===== src/rtl/uart_pkg.sv =====
// uart_pkg: shared FSM state type, payload width default and serial line levels for uart_tx
package uart_pkg;

    typedef enum logic [2:0] {
        IDLE,
        START,
        DATA,
        PARITY,
        STOP
    } state_t;

    localparam int   DATA_BITS_DEF = 8;
    localparam logic LINE_IDLE     = 1'b1;
    localparam logic LINE_START    = 1'b0;
    localparam logic LINE_STOP     = 1'b1;

endpackage


===== src/rtl/uart_baud_gen.sv =====
// uart_baud_gen: bit-time counter; tick marks the last clk cycle of each serial bit
module uart_baud_gen
    import uart_pkg::*;
#(
    parameter int CLK_DIV = 16
) (
    input  logic clk,
    input  logic clr,
    input  logic restart,
    output logic tick
);

    logic [15:0] r_cnt;

    assign tick = (r_cnt == 16'(CLK_DIV - 1));

    // count clk cycles within a bit; wrap on the tick, hold at zero while restarting
    always_ff @(posedge clk) begin
        if (!clr || restart || tick) r_cnt <= '0;
        else r_cnt <= r_cnt + 16'd1;
    end

endmodule


===== src/rtl/uart_tx.sv =====
// uart_tx: UART transmitter with one-entry holding register; define UART_PARITY_EN for an even-parity bit
module uart_tx
    import uart_pkg::*;
#(
    parameter int CLK_DIV   = 16,
    parameter int DATA_BITS = DATA_BITS_DEF
) (
    input  logic                 clk,
    input  logic                 clr,
    input  logic [DATA_BITS-1:0] tx_data,
    input  logic                 ready,
    output logic                 tdre,
    output logic                 busy,
    output logic                 tx
);

    localparam int BW = $clog2(DATA_BITS + 1);
`ifdef UART_PARITY_EN
    localparam state_t AFTER_DATA = PARITY;
`else
    localparam state_t AFTER_DATA = STOP;
`endif

    state_t               r_state, w_state_nxt;
    logic [DATA_BITS-1:0] r_thr, r_shift;
    logic                 r_thr_full, r_par;
    logic [BW-1:0]        r_bit;
    logic                 w_tick, w_restart, w_load, w_write, w_last_bit, w_tx;

    assign w_write    = ready && !r_thr_full;
    assign w_last_bit = (r_bit == BW'(DATA_BITS - 1));
    assign w_load     = (w_state_nxt == START) && (r_state != START);
    assign w_restart  = (r_state == IDLE) || (w_state_nxt != r_state);
    assign tdre       = !r_thr_full;
    assign busy       = (r_state != IDLE);
    assign tx         = w_tx;

    uart_baud_gen #(.CLK_DIV(CLK_DIV)) u_baud (
        .clk     (clk),
        .clr     (clr),
        .restart (w_restart),
        .tick    (w_tick)
    );

    // frame sequencing and line level; bits advance only on the bit-time tick
    always_comb begin
        w_state_nxt = r_state;
        w_tx        = LINE_IDLE;
        case (r_state)
            IDLE:   w_state_nxt = r_thr_full ? START : IDLE;
            START: begin
                w_tx = LINE_START;
                if (w_tick) w_state_nxt = DATA;
            end
            DATA: begin
                w_tx = r_shift[0];
                if (w_tick && w_last_bit) w_state_nxt = AFTER_DATA;
            end
            PARITY: begin
                w_tx = r_par;
                if (w_tick) w_state_nxt = STOP;
            end
            STOP: begin
                w_tx = LINE_STOP;
                if (w_tick) w_state_nxt = r_thr_full ? START : IDLE;
            end
            default: w_state_nxt = IDLE;
        endcase
    end

    // state register; reset aborts any frame in progress
    always_ff @(posedge clk) begin
        if (!clr) r_state <= IDLE;
        else r_state <= w_state_nxt;
    end

    // holding register, shifter and bit index; a load and a write never coincide since load needs THR full
    always_ff @(posedge clk) begin
        if (!clr) begin
            r_thr      <= '0;
            r_thr_full <= 1'b0;
            r_shift    <= '0;
            r_par      <= 1'b0;
            r_bit      <= '0;
        end else begin
            if (w_load) begin
                r_shift    <= r_thr;
                r_par      <= ^r_thr;
                r_thr_full <= 1'b0;
                r_bit      <= '0;
            end else if (w_write) begin
                r_thr      <= tx_data;
                r_thr_full <= 1'b1;
            end
            if (r_state == DATA && w_tick) begin
                r_shift <= r_shift >> 1;
                r_bit   <= r_bit + BW'(1);
            end
        end
    end

endmodule


===== config.mk =====
export PLATFORM = sky130hd
export DESIGN_NAME = uart_tx
export DESIGN_NICKNAME = d
export VERILOG_FILES = /design/src/rtl/uart_pkg.sv /design/src/rtl/uart_baud_gen.sv /design/src/rtl/uart_tx.sv
export SDC_FILE = /design/constraint.sdc
export NUM_CORES = 1
export LEC_CHECK = 0
export ABC_CLOCK_PERIOD_IN_PS = 1990
export CAP_MARGIN = 10
export CELL_PAD_IN_SITES_DETAIL_PLACEMENT = 0
export CELL_PAD_IN_SITES_GLOBAL_PLACEMENT = 1
export CORE_AREA = 2 2 84 86
export CTS_CLUSTER_DIAMETER = 120
export DETAILED_ROUTE_END_ITERATION = 10
export DIE_AREA = 0 0 86 88
export PLACE_DENSITY = 0.53
export SLEW_MARGIN = 20
export SYNTH_ARGS = -nofsm -noshare
export SYNTH_HDL_FRONTEND = slang
export SYNTH_SLANG_ARGS = --single-unit

===== constraint.sdc =====
create_clock -name clk -period 1.99 [get_ports clk]
set_input_delay 0.398 -clock clk [delete_from_list [all_inputs] [get_ports clk]]
set_output_delay 0.398 -clock clk [all_outputs]
set_load 0.02 [all_outputs]

==> results.sh, run 1 <==
export IMPL_status="finished, final reports clean"
export IMPL_synth_warnings=0
export IMPL_area_growth_pct=25.6
export IMPL_port_buffers=13
export IMPL_synth_distinct_cells=38
export IMPL_maxSlewViolCount=0
export IMPL_reg2reg_slack_ns=0.17
export IMPL_grt_pass1_wl_mm=6.69
export IMPL_regToRegEndpoint="r_state[2]"
export IMPL_grt_max_degree=18
export IMPL_worstSetupStartpointType="flip-flop"
export IMPL_p_leak_nw=0.866
export IMPL_worst_ep_arrival_time_ns=2.04
export IMPL_ios=14
export IMPL_internal_power_mw=1.45
export IMPL_cts_tree="done"
export IMPL_cts_sinks=41
export IMPL_final_setup_viol_count=0
export IMPL_ys_seq_area_share_pct=42.7
export IMPL_pwr_density_cell_mw_per_mm2=773
export IMPL_crit_slowest_cell="or3_1"
export IMPL_routed_via_density=4.65
export IMPL_n_fill_cell=686
export IMPL_comb_power_share_pct=10.2
export IMPL_clock_power_share_pct=42.7
export IMPL_syn_num_nets=218
export IMPL_cp_num_cells=6
export IMPL_syn_avg_cell_area_um2=9.38
export IMPL_ant_nets=0
export IMPL_synth_seq_cells=41
export IMPL_endpoint="r_state[2]"
export IMPL_worst_pin_slew_ns=0.277
export IMPL_post_route_min_period_ns=1.82
export IMPL_antennaDiodeCount=0
export IMPL_seqPwrFrac_pct=47.1
export IMPL_cp_num_buf_inv=1
export IMPL_fin_crit_sh_pct=91.5
export IMPL_synth_top_area_share_pct=42.7
export IMPL_gp_congestion=0.711
export IMPL_synth_area_leaders="dfxtp_1, nor2_1, mux2i_1"
export IMPL_crit_family="simple AND/OR/NAND/NOR gates"
export IMPL_synth_cells=205
export IMPL_hold_class="reg -> reg"
export IMPL_max_stage_delay_ns=0.43
export IMPL_rows=30
export IMPL_drt_wl_total_mm=3.98
export IMPL_initial_core_util_pct=28.9
export IMPL_gr_total_overflow=0
export IMPL_fmax_mhz=549
export IMPL_rsz0062_at_grt="false"
export IMPL_hold_viol_final=0
export IMPL_clockBufferDepth=2
export IMPL_grt_usage_pct=11.5
export IMPL_die_w_um=86
export IMPL_synth_area_mm2=0.00192
export IMPL_yosysTopAreaCell="dfxtp_1"
export IMPL_wire_per_inst_um=12.6
export IMPL_firstDrtPassIters=4
export IMPL_max_slew_margin_pct=81.5
export IMPL_synth_most_common_cell="dfxtp_1"
export IMPL_async_flop_share_pct=0
export IMPL_clock_root_buffer="clkbuf_8"
export IMPL_drive_gt1_share_pct=18.3
export IMPL_crit_path_end_kind="flip-flop"
export IMPL_critPathMaxFanout=7
export IMPL_reg2reg_from="u_baud.r_cnt[0]"
export IMPL_dp_hpwl_mm=2.87
export IMPL_grt_pass1_vias=1343
export IMPL_power_mw=1.87
export IMPL_ff2ff_path_depth=6
export IMPL_power_share_switching_pct=22.3
export IMPL_max_cap_violations=0
export IMPL_p_switching_mw=0.416
export IMPL_antenna_found_initial=0
export IMPL_irDropWorstVdd_v=0.000309
export IMPL_path_cells="ha_1 > and3_1 > buf_4 > nand4_2 > or3_1 > a21oi_1"
export IMPL_cts_buffers=5
export IMPL_die_h_um=88
export IMPL_coreArea_mm2=0.00664
export IMPL_synth_commonest_cells="dfxtp_1, nor2_1, o21ai_0, a21oi_1, nand2_1"
export IMPL_critPathKind="reg -> reg"
export IMPL_finalClockSkew_ns=0.00651
export IMPL_die_area_mm2=0.00757
export IMPL_crit_start="u_baud.r_cnt[0]"
export IMPL_drc=0
export IMPL_clkLatencyLatePin_ns=0.29
export IMPL_clk_pin_slew_ns=0.08
export IMPL_cp_data_required_time_ns=2.21
export IMPL_htreeDepth=2
export IMPL_drt_iter0_markers=56
export IMPL_tns_ns=0
export IMPL_vias=1466
export IMPL_synthFlopType="dfxtp_1"
export IMPL_nets=247
export IMPL_synth_edf_count=0
==> logic make-up (layout without fill, tap and decap cells) <==
family	Yosys count	in the layout	synth area share, %
AOI/OAI and AO/OA	44	44	16.7
xor gates and xnor gates	19	19	8.65
adders and majority gates	2	2	1.30
buffers and inverters	15	45	3.64
DFF	41	41	42.7
muxes	9	9	4.68
and+or+nand+nor	75	75	22.4
==> power groups by stage <==
stage / registers [mW] / logic, mW / clock network (mW)
2_1_floorplan: 0.890 / 0.126 / 0
3_3_place_gp: 0.900 / 0.196 / 0
3_5_place_dp: 0.899 / 0.196 / 0
4_1_cts: 0.880 / 0.195 / 0.823
5_1_grt: 0.884 / 0.214 / 0.865
6_report: 0.879 / 0.191 / 0.797
==> cells in the final DEF, fill, tap and decap left out, types with 3 or more instances in the layout <==
| cell | n |
|---|---|
| clkdlybuf4s50_1 | 11 |
| nand2_1 | 11 |
| inv_1 | 7 |
| buf_4 | 15 |
| dfxtp_1 | 40 |
| a21oi_1 | 13 |
| nand4_1 | 4 |
| nand3_1 | 6 |
| clkbuf_8 | 5 |
| xnor2_1 | 9 |
| nor3_1 | 4 |
| a22oi_2 | 7 |
| nor4_4 | 3 |
| xor2_1 | 10 |
| or3_1 | 3 |
| o21ai_0 | 16 |
| and3_1 | 3 |
| mux2i_1 | 9 |
| nor2_1 | 28 |
==> state kept, by name, indices dropped and copies added (netlist names) <==
register and flops:
r_state 3, r_shift 8, r_thr_full 1, r_par 1, u_baud.r_cnt 16, r_bit 4, r_thr 8
==> repair_timing <==
item,4_1_cts,5_1_grt
buffers inserted,0,0
setup endpoints to repair,2,7
pin swaps,0,1
resized for setup,2,3
hold buffers,0,0
==> worst min path at each step <==
| stage | from | endpoint | depth (start not counted) |
|---|---|---|---|
| finish | u_baud.r_cnt[0] | u_baud.r_cnt[0] | 1 |
| global route | u_baud.r_cnt[0] | u_baud.r_cnt[0] | 1 |
| CTS | u_baud.r_cnt[0] | u_baud.r_cnt[0] | 1 |
| detailed placement | u_baud.r_cnt[0] | u_baud.r_cnt[0] | 1 |
| global placement | u_baud.r_cnt[0] | u_baud.r_cnt[0] | 1 |
| floorplan | u_baud.r_cnt[0] | u_baud.r_cnt[0] | 1 |
==> metrics by stage <==
step | cell area, um^2 | worst slack [ns] | util [%] | hold WS [ns] | std cells
after floorplan | 1920 | 0.209 | - | 0.418 | 205
after CTS | 2400 | 0.0789 | 36.1 | 0.452 | 315
after global routing | 2410 | 0.0227 | 36.3 | 0.476 | 315
after detailed placement | 2260 | 0.0779 | 34.0 | 0.438 | 307
final | 2410 | 0.170 | 36.3 | 0.451 | 315
after global placement | 2260 | 0.0743 | 34.0 | 0.430 | 307
==> per-layer routing <==
metal  wire length, um  track usage, %
met4                62            5.19
met2              1600            15.6
met1              2170            16.4
met5                 0               0
met3               145            3.86
==> area by class of cell <==
class	instances	area (um^2)	area share, %
Clock buffer	5	68.8	2.85
Inverter	7	26.3	1.09
Tap cell	80	100	4.15
Multi-Input combinational cell	149	1050	43.4
Timing Repair Buffer	30	284	11.8
Clock inverter	3	65.1	2.69
Sequential cell	41	822	34.0
Power figures use the tool's default switching activity.
==> inputs of run 2 (changes only) <==
Settings changed: CORE_AREA 2 2 84 86 to 2 2 73 75, DIE_AREA 0 0 86 88 to 0 0 75 77, PLACE_DENSITY 0.53 to 0.67.
==> results.sh, run 2 (same netlist as run 1, synthesis figures left out) <==
export IMPL_status="finished, final reports clean"
export IMPL_maxSlewViolCount=0
export IMPL_worst_ep_arrival_time_ns=1.48
export IMPL_crit_slowest_cell="clkdlybuf4s50_1"
export IMPL_wire_per_inst_um=13.1
export IMPL_dp_hpwl_mm=2.96
export IMPL_hold_viol_final=0
export IMPL_die_h_um=77
export IMPL_dpl_cell_area_mm2=0.00217
export IMPL_drt_wl_total_mm=3.90
export IMPL_grt_usage_pct=15.3
export IMPL_drt_iter0_markers=45
export IMPL_largest_registers="u_baud.r_cnt x16, r_shift x8, r_thr x8"
export IMPL_area_growth_pct=19.1
export IMPL_final_setup_viol_count=0
export IMPL_ant_nets=0
export IMPL_worst_pin_slew_ns=0.415
export IMPL_irDropWorstVdd_v=0.000447
export IMPL_drive_gt1_share_pct=16.2
export IMPL_htreeDepth=2
export IMPL_nets=241
export IMPL_clkLatencyLatePin_ns=0.29
export IMPL_max_stage_delay_ns=0.54
export IMPL_die_area_mm2=0.00578
export IMPL_critPathMaxFanout=8
export IMPL_fin_crit_sh_pct=94.5
export IMPL_gr_total_overflow=0
export IMPL_die_w_um=75
export IMPL_crit_path_end_kind="output port"
export IMPL_vias=1503
export IMPL_ios=14
export IMPL_hold_buffers=0
export IMPL_path_cells="nor2_1 > nand2_1 > clkdlybuf4s50_1"
export IMPL_antenna_found_initial=0
export IMPL_gp_congestion=0.749
export IMPL_pwr_density_cell_mw_per_mm2=703
export IMPL_port_buffers=13
export IMPL_antennaDiodeCount=0
export IMPL_clk_pin_slew_ns=0.07
export IMPL_max_slew_margin_pct=72.3
export IMPL_cts_sinks=41
export IMPL_hold_class="reg -> reg"
export IMPL_cts_tree="done"
export IMPL_largest_reg_flops=16
export IMPL_drc=0
export IMPL_max_cap_violations=0
export IMPL_grt_pass1_vias=1506
export IMPL_fmax_mhz=532
export IMPL_firstDrtPassIters=4
export IMPL_critPathKind="reg -> out"
export IMPL_grt_pass1_wl_mm=6.82
export IMPL_n_fill_cell=489
export IMPL_multi_input_area_mm2=0.00104
export IMPL_post_route_min_period_ns=1.88
export IMPL_cp_num_buf_inv=1
export IMPL_initial_core_util_pct=38.6
export IMPL_clockBufferDepth=2
export IMPL_finalClockSkew_ns=0.00732
export IMPL_placed_cells=290
export IMPL_regMostFlops="u_baud.r_cnt"
export IMPL_final_cell_mix="dfxtp_1, nor2_1, o21ai_0"
export IMPL_routed_via_density=5.04
export IMPL_coreArea_mm2=0.00498
export IMPL_rows=26
export IMPL_cts_buffers=5
export IMPL_post_route_cell_area_mm2=0.00229
export IMPL_crit_family="buffers and inverters"
export IMPL_cp_data_required_time_ns=1.59
export IMPL_final_seq_area_um2=823
export IMPL_worstSetupStartpointType="flip-flop"
export IMPL_p_leak_nw=0.790
export IMPL_grt_max_degree=17
export IMPL_fin_cells=298
export IMPL_clock_root_buffer="clkbuf_8"
export IMPL_mostFrequentLayoutCell="dfxtp_1"
==> run 2: worst paths after layout <==
path | startpoint | endpoint | slack, ns | cells past startpoint
min reg2reg | u_baud.r_cnt[0] | u_baud.r_cnt[0] | 0.45 | 1
min | u_baud.r_cnt[0] | u_baud.r_cnt[0] | 0.45 | 1
max reg2reg | u_baud.r_cnt[0] | r_shift[2] | 0.15 | 7
max | r_state[1] | busy | 0.11 | 3
==> run 2: final cells by class <==
| cell class | count | area share [%] |
|---|---|---|
| Clock buffer | 7 | 3.77 |
| Inverter | 7 | 1.15 |
| Multi-Input combinational cell | 149 | 45.5 |
| Sequential cell | 41 | 36.0 |
| Tap cell | 70 | 3.83 |
| Timing Repair Buffer | 24 | 9.78 |
==> run 2: routing by layer <==
metal / track usage (%) / up-vias / share of wire (%)
li1: - / 766 / -
met3: 3.94 / 4 / 2.7
met2: 26.7 / 18 / 52
met1: 17.7 / 715 / 44
met4: 4.82 / 0 / 1.1
met5: 0 / - / 0
==> run 2: repair_timing <==
action | CTS | global route
gates resized for setup | 1 | 4
pin swaps | 0 | 1
setup buffers | 0 | 1
setup endpoints to repair | 1 | 12
==> run 2: report_power, final <==
| group | switching, mW | internal [mW] |
|---|---|---|
| Clock | 0.261 | 0.275 |
| Sequential | 0.0307 | 0.853 |
| Combinational | 0.0889 | 0.101 |
==> run 2: worst reg2reg max path, cell delays in order (launching register included) <==
cell and delay, ns:
dfxtp_1 0.32, ha_1 0.21, and3_1 0.25, a41oi_2 0.39, o32ai_4 0.15, buf_12 0.17, o21ai_0 0.18, a21oi_1 0.06
==> run 2: stage by stage <==
stage / hold slack (ns) / power [mW] / setup slack [ns] / TNS, ns / utilization (%)
3_5_place_dp: 0.442 / 1.09 / 0.0254 / 0 / 43.6
2_1_floorplan: 0.418 / 1.02 / 0.209 / 0 / -
4_1_cts: 0.457 / 1.63 / 0.00909 / 0 / 45.3
6_report: 0.448 / 1.61 / 0.110 / 0 / 46.0
3_3_place_gp: 0.429 / 1.08 / 0.0703 / 0 / 43.6
5_1_grt: 0.484 / 1.70 / -0.00254 / -0.00254 / 46.0
==> inputs of run 3 (changes only) <==
Settings changed: PLACE_DENSITY 0.67 to not set, PLACE_DENSITY_LB_ADDON set to 0.1.
==> results.sh, run 3 (same netlist as run 1, synthesis figures left out) <==
export IMPL_pwr_density_cell_mw_per_mm2=717
export IMPL_hold_viol_final=0
export IMPL_regToRegEndpoint="r_shift[3]"
export IMPL_antenna_found_initial=0
export IMPL_coreArea_mm2=0.00498
export IMPL_dr_max_layer_used="met4"
export IMPL_drt_wl_total_mm=3.95
export IMPL_whs_path_depth=1
export IMPL_clk_pin_slew_ns=0.08
export IMPL_nets=242
export IMPL_placed_cells=291
export IMPL_die_area_mm2=0.00578
export IMPL_cp_data_required_time_ns=1.59
export IMPL_routed_via_density=4.99
export IMPL_clockBufferDepth=2
export IMPL_regMostFlops="u_baud.r_cnt"
export IMPL_die_h_um=77
export IMPL_p_leak_nw=0.809
export IMPL_cts_tree="done"
export IMPL_worst_pin_slew_ns=0.384
export IMPL_n_fill_cell=472
export IMPL_max_cap_violations=0
export IMPL_area_growth_pct=20.0
export IMPL_drc=0
export IMPL_tns_ns=0
export IMPL_antennaDiodeCount=0
export IMPL_hold_path_startpoint="u_baud.r_cnt[0]"
export IMPL_clock_root_buffer="clkbuf_8"
export IMPL_reg2reg_slack_ns=0.15
export IMPL_gp_congestion=0.738
export IMPL_initial_core_util_pct=38.6
export IMPL_hold_end="u_baud.r_cnt[0]"
export IMPL_final_cell_mix="dfxtp_1, nor2_1, o21ai_0"
export IMPL_finalClockSkew_ns=0.00532
export IMPL_rsz0062_at_grt="false"
export IMPL_max_slew_margin_pct=74.4
export IMPL_final_util_pct=46.4
export IMPL_wire_per_inst_um=13.2
export IMPL_irDropWorstVdd_v=0.000428
export IMPL_crit_path_end_kind="output port"
export IMPL_worstSetupStartpointType="flip-flop"
export IMPL_grt_pass1_vias=1397
export IMPL_reg2reg_from="u_baud.r_cnt[0]"
export IMPL_port_buffers=13
export IMPL_critPathKind="reg -> out"
export IMPL_dp_hpwl_mm=3.01
export IMPL_drive_gt1_share_pct=16.5
export IMPL_mostFrequentLayoutCell="dfxtp_1"
export IMPL_ant_nets=0
export IMPL_rows=26
export IMPL_wl_met2_mm=1.76
export IMPL_critPathMaxFanout=4
export IMPL_grt_max_degree=17
export IMPL_drt_iter0_markers=66
export IMPL_die_w_um=75
export IMPL_fin_cells=300
export IMPL_firstDrtPassIters=4
export IMPL_htreeDepth=2
export IMPL_hold_class="reg -> reg"
export IMPL_maxSlewViolCount=0
export IMPL_grt_usage_pct=15.0
export IMPL_largest_registers="u_baud.r_cnt x16, r_shift x8, r_thr x8"
export IMPL_dr_wl_met3_um=141
export IMPL_post_route_min_period_ns=1.88
export IMPL_fmax_mhz=533
export IMPL_ios=14
export IMPL_gr_total_overflow=0
export IMPL_cts_sinks=41
export IMPL_status="finished, final reports clean"
export IMPL_worst_ep_arrival_time_ns=1.48
export IMPL_cts_buffers=5
export IMPL_ff2ff_path_depth=7
export IMPL_fin_crit_sh_pct=94.3
export IMPL_clkLatencyLatePin_ns=0.29
export IMPL_vias=1496
export IMPL_wl_met1_mm=2.00
export IMPL_final_setup_viol_count=0
export IMPL_largest_reg_flops=16
export IMPL_grt_pass1_wl_mm=6.70
## run 3: cell type report
cell class | count | area (um^2) | share of cell area [%]
multi-input cells | 149 | 1040 | 45.1
flip-flops and latches | 41 | 821 | 35.6
repair buffers | 25 | 230 | 9.97
inverters | 7 | 26.3 | 1.14
clock buffers | 7 | 96.3 | 4.17
clock inverters | 1 | 5.00 | 0.217
well taps | 70 | 87.6 | 3.79
## run 3: worst max-delay path by stage
stage / from / end / slack (ns) / cells after the start
finish: r_state[0] / tx / 0.11 / 4
CTS: u_baud.r_cnt[0] / r_shift[6] / 0.007 / 6
global route: u_baud.r_cnt[0] / r_shift[2] / 0.006 / 7
global placement: u_baud.r_cnt[0] / r_shift[0] / 0.1 / 6
detailed placement: u_baud.r_cnt[0] / r_shift[4] / -0.01 / 6
floorplan: u_baud.r_cnt[0] / r_shift[0] / 0.21 / 8
## run 3: timing repair
action,4_1_cts,5_1_grt
setup endpoints to repair,9,9
pin swaps,1,0
gates resized for setup,2,2
hold buffers,0,0
setup buffers,1,0
## run 3: routing by layer
layer / global-route usage, % / vias to the layer above
li1: - / 769
met1: 21.9 / 700
met2: 20.9 / 22
met3: 4.20 / 5
met4: 5.18 / 0
met5: 0 / -
## run 3: per-stage QoR
stage	setup slack, ns	instance area [um^2]	power (mW)	hold WS [ns]
3_3_place_gp	0.0972	2180	1.08	0.430
5_1_grt	0.00581	2310	1.73	0.468
4_1_cts	0.00732	2300	1.68	0.452
2_1_floorplan	0.209	1920	1.02	0.418
6_report	0.114	2310	1.66	0.448
3_5_place_dp	-0.0125	2180	1.08	0.441
## run 3: report_power, final
group / switching, mW / internal [mW] / total, mW
Combinational: 0.0913 / 0.0980 / 0.189
Clock: 0.273 / 0.313 / 0.586
Sequential: 0.0277 / 0.852 / 0.880
Total: 0.392 / 1.26 / 1.66
## run 3: critical path, cell delays in order, from the launching register on
cell	delay, ns
dfxtp_1	0.35
inv_1	0.11
a21oi_1	0.05
o21ai_0	0.30
dlygate4sd2_1	0.38
